$ cat src/rtl/bsg_counter_clear_up_down_one_hot_if.sv
// rtl/bsg_counter_clear_up_down_one_hot_if.sv - step controls and position outputs of the up/down one-hot counter
interface bsg_counter_clear_up_down_one_hot_if #(
  parameter int max_val_p = 16
);
  localparam int bin_w_lp = $clog2(max_val_p + 1);

  logic                  clear_i;
  logic                  up_i;
  logic                  down_i;
  logic [max_val_p:0]    count_r_o;
  logic [bin_w_lp-1:0]   count_bin_r_o;
  logic                  wrap_r_o;
  logic                  at_max_o;
  logic                  at_zero_o;

  modport master (
    output clear_i, up_i, down_i,
    input  count_r_o, count_bin_r_o, wrap_r_o, at_max_o, at_zero_o
  );

  modport slave (
    input  clear_i, up_i, down_i,
    output count_r_o, count_bin_r_o, wrap_r_o, at_max_o, at_zero_o
  );
endinterface

$ cat src/rtl/bsg_counter_clear_up_down_one_hot.sv
// rtl/bsg_counter_clear_up_down_one_hot.sv - one-hot up/down position counter with clear, binary index and wrap pulse
module bsg_counter_clear_up_down_one_hot #(
  parameter int max_val_p  = 16,
  parameter int init_val_p = 0,
  parameter int saturate_p = 0
) (
  input  logic                                  clk_i,
  input  logic                                  reset_i,
  bsg_counter_clear_up_down_one_hot_if.slave    cnt_if
);

  localparam int bin_w_lp = $clog2(max_val_p + 1);
  localparam logic [max_val_p:0]  init_oh_lp  = {{max_val_p{1'b0}}, 1'b1} << init_val_p;
  localparam logic [bin_w_lp-1:0] init_bin_lp = bin_w_lp'(init_val_p);

  logic [max_val_p:0]  count_q, count_d, base_oh;
  logic [bin_w_lp-1:0] count_bin_q, count_bin_d;
  logic                wrap_q, wrap_d;
  logic                up_step, down_step, en;

  assign up_step   = cnt_if.up_i & ~cnt_if.down_i;
  assign down_step = cnt_if.down_i & ~cnt_if.up_i;
  assign en        = cnt_if.clear_i | up_step | down_step;

  always_comb begin
    base_oh = cnt_if.clear_i ? init_oh_lp : count_q;
    count_d = base_oh;
    wrap_d  = 1'b0;
    if (up_step) begin
      if (!(base_oh[max_val_p] && saturate_p != 0)) begin
        count_d = {base_oh[max_val_p-1:0], base_oh[max_val_p]};
        wrap_d  = base_oh[max_val_p];
      end
    end else if (down_step) begin
      if (!(base_oh[0] && saturate_p != 0)) begin
        count_d = {base_oh[0], base_oh[max_val_p:1]};
        wrap_d  = base_oh[0];
      end
    end
  end

  // Binary index encoded from the next one-hot value so both registers stay in lockstep
  always_comb begin
    count_bin_d = '0;
    for (int i = 0; i <= max_val_p; i++) begin
      if (count_d[i]) count_bin_d = count_bin_d | bin_w_lp'(i);
    end
  end

  always_ff @(posedge clk_i) begin
    if (reset_i) begin
      count_q     <= init_oh_lp;
      count_bin_q <= init_bin_lp;
      wrap_q      <= 1'b0;
    end else begin
      wrap_q <= en ? wrap_d : 1'b0;
      if (en) begin
        count_q     <= count_d;
        count_bin_q <= count_bin_d;
      end
    end
  end

  assign cnt_if.count_r_o     = count_q;
  assign cnt_if.count_bin_r_o = count_bin_q;
  assign cnt_if.wrap_r_o      = wrap_q;
  assign cnt_if.at_max_o      = count_q[max_val_p];
  assign cnt_if.at_zero_o     = count_q[0];

endmodule

$ cat src/flat_wrapper.sv
// flat-port wrapper written by rule: the top's interface ports become plain ports
module bsg_counter_clear_up_down_one_hot_flat 
#(
  parameter int max_val_p  = 16,
  parameter int init_val_p = 0,
  parameter int saturate_p = 0
)
  (clk_i, reset_i, cnt_if_clear_i, cnt_if_up_i, cnt_if_down_i, cnt_if_count_r_o, cnt_if_count_bin_r_o, cnt_if_wrap_r_o, cnt_if_at_max_o, cnt_if_at_zero_o);
  bsg_counter_clear_up_down_one_hot_if #(.max_val_p(max_val_p)) cnt_if_i ();
  input  logic clk_i;
  input  logic reset_i;
  input wire logic [$bits(cnt_if_i.clear_i)-1:0] cnt_if_clear_i;
  input wire logic [$bits(cnt_if_i.up_i)-1:0] cnt_if_up_i;
  input wire logic [$bits(cnt_if_i.down_i)-1:0] cnt_if_down_i;
  output wire logic [$bits(cnt_if_i.count_r_o)-1:0] cnt_if_count_r_o;
  output wire logic [$bits(cnt_if_i.count_bin_r_o)-1:0] cnt_if_count_bin_r_o;
  output wire logic [$bits(cnt_if_i.wrap_r_o)-1:0] cnt_if_wrap_r_o;
  output wire logic [$bits(cnt_if_i.at_max_o)-1:0] cnt_if_at_max_o;
  output wire logic [$bits(cnt_if_i.at_zero_o)-1:0] cnt_if_at_zero_o;
  assign cnt_if_i.clear_i = cnt_if_clear_i;
  assign cnt_if_i.up_i = cnt_if_up_i;
  assign cnt_if_i.down_i = cnt_if_down_i;
  assign cnt_if_count_r_o = cnt_if_i.count_r_o;
  assign cnt_if_count_bin_r_o = cnt_if_i.count_bin_r_o;
  assign cnt_if_wrap_r_o = cnt_if_i.wrap_r_o;
  assign cnt_if_at_max_o = cnt_if_i.at_max_o;
  assign cnt_if_at_zero_o = cnt_if_i.at_zero_o;
  bsg_counter_clear_up_down_one_hot #(.max_val_p(max_val_p), .init_val_p(init_val_p), .saturate_p(saturate_p)) u_core (.clk_i(clk_i), .reset_i(reset_i), .cnt_if(cnt_if_i));
endmodule
$ cat config.mk
export PLATFORM = sky130hd
export DESIGN_NAME = bsg_counter_clear_up_down_one_hot_flat
export DESIGN_NICKNAME = d
export VERILOG_FILES = /design/src/rtl/bsg_counter_clear_up_down_one_hot_if.sv /design/src/rtl/bsg_counter_clear_up_down_one_hot.sv /design/src/flat_wrapper.sv
export SDC_FILE = /design/constraint.sdc
export NUM_CORES = 1
export LEC_CHECK = 0
export ABC_CLOCK_PERIOD_IN_PS = 1800
export BUFFER_PORTS_ARGS = -buffer_cell sky130_fd_sc_hd__buf_4
export CORE_ASPECT_RATIO = 1.75
export CORE_MARGIN = 2
export CORE_UTILIZATION = 49
export CTS_BUF_LIST = sky130_fd_sc_hd__clkbuf_8
export CTS_CLUSTER_DIAMETER = 50
export DETAILED_ROUTE_END_ITERATION = 6
export PLACE_DENSITY = 0.74
export SLEW_MARGIN = 20
export SYNTH_ARGS = -nofsm -noshare
export SYNTH_HDL_FRONTEND = slang
export SYNTH_SLANG_ARGS = --single-unit
export TNS_END_PERCENT = 10
$ cat constraint.sdc
create_clock -name clk_i -period 1.8 [get_ports clk_i]
set_clock_uncertainty 0.05 [all_clocks]
set_input_delay 0.36 -clock clk_i [delete_from_list [all_inputs] [get_ports clk_i]]
set_output_delay 0.36 -clock clk_i [all_outputs]
set_load 0.02 [all_outputs]
# Word-level counts from Yosys, hierarchy flattened
# Cells that the tools add are included.
# classes
mux	21
n_bitwise	7
reduce_logical	1
# ops
operator	n
$mux 17	3
$mux 4	8
$mux 3	4
$mux 5	1
$mux 2	2
$mux 1	3
$not 1->1	3
$and 1x1->1	2
$or 1x1->1	2
$reduce_or 2->1	1
# totals
register_bits	23
in_bits	5
out_inout_bits	25
elab_cells	32

# Logic depth before layout (Yosys ltp)
# logic_depth
ltp_word	20
ltp_mapped	7
depth_no_buf	5

# Least setup slack after synthesis
# OpenSTA, ideal clock, no wires.
# synth_path
path_type	input-to-reg
start	input cnt_if_down_i
end	register u_core.count_bin_q[2], in the netlist u_core.cnt_if.count_bin_r_o[2]
setup_time_ps	125
arrival_time_ps	1546
t_required_ps	1625
slack_ps	79
path_stages	6
n_path_buf	1
path_cell_list	buf_6 -> nand2b_1 -> a311oi_2 -> o21ai_2 -> nand3b_4 -> o41a_1
# synth_between
elab_chain_cells	16
elab_cells_between_ends	20
cone_classes	15 x mux; 5 x bitwise
# synth_rtl
item	line_no	text
from (decl)	flat_wrapper.sv:14	input wire logic [$bits(cnt_if_i.down_i)-1:0] cnt_if_down_i;
$and 1x1->1 / $not 1->1 (equally long branches)	bsg_counter_clear_up_down_one_hot.sv:22, bsg_counter_clear_up_down_one_hot.sv:21	
$mux 17 / $and 1x1->1 (equally long branches)	bsg_counter_clear_up_down_one_hot.sv:34, bsg_counter_clear_up_down_one_hot.sv:21	
$mux 17	bsg_counter_clear_up_down_one_hot.sv:29	if (up_step) begin
$mux 3 (4 in a row)	bsg_counter_clear_up_down_one_hot.sv:46	if (count_d[i]) count_bin_d = count_bin_d | bin_w_lp'(i);
$mux 4 (8 in a row)	bsg_counter_clear_up_down_one_hot.sv:46	
$mux 5	bsg_counter_clear_up_down_one_hot.sv:46	
to (signal assigned)	bsg_counter_clear_up_down_one_hot.sv:53	count_bin_q <= init_bin_lp;
to (signal assigned)	bsg_counter_clear_up_down_one_hot.sv:59	count_bin_q <= count_bin_d;
to (decl)	bsg_counter_clear_up_down_one_hot.sv:17	logic [bin_w_lp-1:0] count_bin_q, count_bin_d;
# Several ways; a longest one is shown, not always the timed one.
# A chain may end at the register's enable or synchronous reset.

# Worst setup path after layout
# Same ends and word-level chain as after synthesis.

==> results.sh <==
export IMPL_synth_edf_count=0
export IMPL_nNetsFinal=185
export IMPL_dpl_cell_count=200
export IMPL_reg2reg_slack_ns=0.09
export IMPL_htreeDepth=1
export IMPL_core_area_um2=2300
export IMPL_synth_simple_gate_area_share_pct=26.8
export IMPL_ys_flop_type="dfxtp_1"
export IMPL_power_density_nw_per_um2=677
export IMPL_p_leak_nw=0.698
export IMPL_synth_cell_types=38
export IMPL_required_ns=1.91
export IMPL_relSlewSlack_pct=65.6
export IMPL_hpwl_um=2550
export IMPL_vias=1264
export IMPL_hp_class="primary input to register"
export IMPL_rows=23
export IMPL_initial_core_util_pct=52.1
export IMPL_ir_drop_uv=578
export IMPL_drcViolationCount=0
export IMPL_synthesis_area_um2=1200
export IMPL_synth_adder_area_share_pct=0
export IMPL_ys_ff_latch=22
export IMPL_viasPerCell=6.20
export IMPL_ant_nets=0
export IMPL_final_common_cell="buf_4"
export IMPL_grt_overflow=0
export IMPL_place_area_um2=1540
export IMPL_mostFrequentLayoutCells="53 x buf_4, 22 x dfxtp_1, 21 x nor2_1"
export IMPL_finalCritPeriodShare_pct=95.7
export IMPL_synth_compound_area_share_pct=27.0
export IMPL_async_flop_share_pct=0
export IMPL_r2r_start="u_core.cnt_if.count_r_o[13]$_SDFFE_PP0N_"
export IMPL_post_drt_wl_per_cell_um=17.0
export IMPL_drive_above_1_share_pct=38.5
export IMPL_cts_root_buf="clkbuf_8"
export IMPL_endpoint_kind="register"
export IMPL_gp_congestion=0.970
export IMPL_min_period_ns=1.72
export IMPL_seq_area_frac_synth_pct=36.7
export IMPL_cap_violations=0
export IMPL_synth_top_family_by_area="compound AO/OA/AOI/OAI gates"
export IMPL_reg2reg_depth=5
export IMPL_clockBufferDepth=2
export IMPL_max_freq_ghz=0.580
export IMPL_grt_pass1_vias=1323
export IMPL_die_h_um=69.5
export IMPL_ios=30
export IMPL_startpoint="cnt_if_down_i"
export IMPL_cts_tree="built"
export IMPL_hold_viol=0
export IMPL_worst_pin_slew_ns=0.509
export IMPL_crit_path_start_kind="primary input"
export IMPL_syn_avg_cell_area_um2=8.89
export IMPL_grt_max_degree=23
export IMPL_yosysWarnings=0
export IMPL_final_cell_area_um2=1620
export IMPL_worstSetupPathType="primary input to register"
export IMPL_syn_num_nets=140
export IMPL_grt_pass1_wl_um=5750
export IMPL_slew_violations=0
export IMPL_area_growth_syn_to_layout_pct=34.7
export IMPL_setup_viol=0
export IMPL_cts_buffers=3
export IMPL_io_buffers=29
export IMPL_r2r_end="u_core.cnt_if.count_bin_r_o[2]$_SDFFE_PP0N_"
export IMPL_crit_fanout=7
export IMPL_clkTransAtPathRegs_ns=0.08
export IMPL_synth_xor_area_share_pct=1.36
export IMPL_tns_ns=0
export IMPL_fp_dieArea_um2=2880
export IMPL_final_cells=204
export IMPL_drt_first_iter_violations=48
export IMPL_arrival_ns=1.83
export IMPL_syn_instance_count=135
export IMPL_endpoint="u_core.cnt_if.count_bin_r_o[2]$_SDFFE_PP0N_"
export IMPL_routed_wl_um=3460
export IMPL_antennaDiodeCount=0
export IMPL_grt_setup_unrepaired="false"
export IMPL_antenna_found_initial=0
export IMPL_clock_sinks=22
export IMPL_firstDrtPassIters=4
export IMPL_outcome="complete, no violations"
export IMPL_die_w_um=41.4
export IMPL_muxShareOfSynthArea_pct=0
export IMPL_clk_latency_ns=0.27
export IMPL_track_usage_pct=25.3
-- synthesized netlist by cell type (2+ instances only) --
library cell | number | area share (%)
dfxtp_1 | 22 | 37
nor2_1 | 21 | 6.6
nand2_1 | 12 | 3.8
a21oi_1 | 9 | 3.8
a22oi_1 | 8 | 5.0
buf_4 | 7 | 4.4
nor3_1 | 6 | 2.5
nor2b_1 | 5 | 2.6
clkbuf_1 | 4 | 1.3
a21o_1 | 3 | 1.9
and3b_1 | 3 | 2.2
a211oi_1 | 2 | 1.3
a221oi_4 | 2 | 4.4
buf_6 | 2 | 1.9
inv_1 | 2 | 0.63
nor4_1 | 2 | 1.0
nor4bb_1 | 2 | 1.7
o22ai_1 | 2 | 1.0
or2_2 | 2 | 1.0
-- report_power, final --
| part | leakage (nW) | internal, mW | total (mW) | switching, mW |
|---|---|---|---|---|
| logic | 0.491 | 0.0987 | 0.222 | 0.123 |
| registers | 0.179 | 0.502 | 0.516 | 0.0144 |
| clock network | 0.0288 | 0.195 | 0.358 | 0.162 |
-- worst min path at each step --
stage	from	slack, ns	endpoint	cells after the start
global placement	u_core.cnt_if.count_bin_r_o[0]$_SDFFE_PP0N_	0.43	u_core.cnt_if.count_bin_r_o[0]$_SDFFE_PP0N_	2
finish	reset_i	0.38	u_core.cnt_if.count_r_o[1]$_SDFFE_PP0N_	2
floorplan	reset_i	0.38	u_core.cnt_if.count_r_o[4]$_SDFFE_PP0N_	1
global route	reset_i	0.40	u_core.cnt_if.count_r_o[2]$_SDFFE_PP0N_	2
detailed placement	u_core.cnt_if.count_r_o[1]$_SDFFE_PP0N_	0.44	u_core.cnt_if.count_r_o[1]$_SDFFE_PP0N_	2
CTS	reset_i	0.38	u_core.cnt_if.count_r_o[1]$_SDFFE_PP0N_	2
-- registers in the layout, summed over array words and instances, names as in the netlist --
name / flops
u_core.cnt_if.count_r_o: 16
u_core.cnt_if.count_bin_r_o: 5
u_core.cnt_if.wrap_r_o: 1
-- area by class of cell --
type / instances / area [µm²]
clock buffers: 4 / 55.1
fillers: 201 / 686
inverters: 2 / 7.51
multi-input cells: 98 / 684
flip-flops and latches: 22 / 440
well taps: 25 / 31.3
repair buffers: 53 / 398
-- critical path, stage by stage --
cell and delay [ns]:
buf_4 0.15, buf_4 0.15, nor4bb_1 0.15, a311oi_2 0.35, o21ai_2 0.14, nand3b_4 0.18, o41a_1 0.36
-- cell families (layout without fill, tap and decap cells) --
group | count (synthesis) | count (layout)
DFF | 22 | 22
and+or+nand+nor | 59 | 59
AOI/OAI and AO/OA | 38 | 38
xor gates and xnor gates | 1 | 1
buffers and inverters | 15 | 59
-- stage by stage --
stage	power, mW	hold slack [ns]	setup slack [ns]	util, %
2_1_floorplan	0.657	0.382	0.0786	-
3_3_place_gp	0.734	0.430	-0.171	66.8
3_5_place_dp	0.740	0.444	-0.175	66.8
4_1_cts	1.09	0.383	0.104	69.2
5_1_grt	1.13	0.399	0.0217	70.2
6_report	1.10	0.384	0.0773	70.2
-- timing repair --
action / 4_1_cts / 5_1_grt
setup endpoints to repair: 0 / 1
setup buffers: 0 / 0
resized for setup: 0 / 3
hold buffers: 0 / 0
-- layer usage --
metal,vias to the layer above,track usage [%],part of all wire [%]
li1,576,-,-
met1,595,26.4,35
met2,74,42.9,52
met3,19,3.91,6.4
met4,0,20.8,5.7
met5,-,0,0
Power figures use the tool's default switching activity.
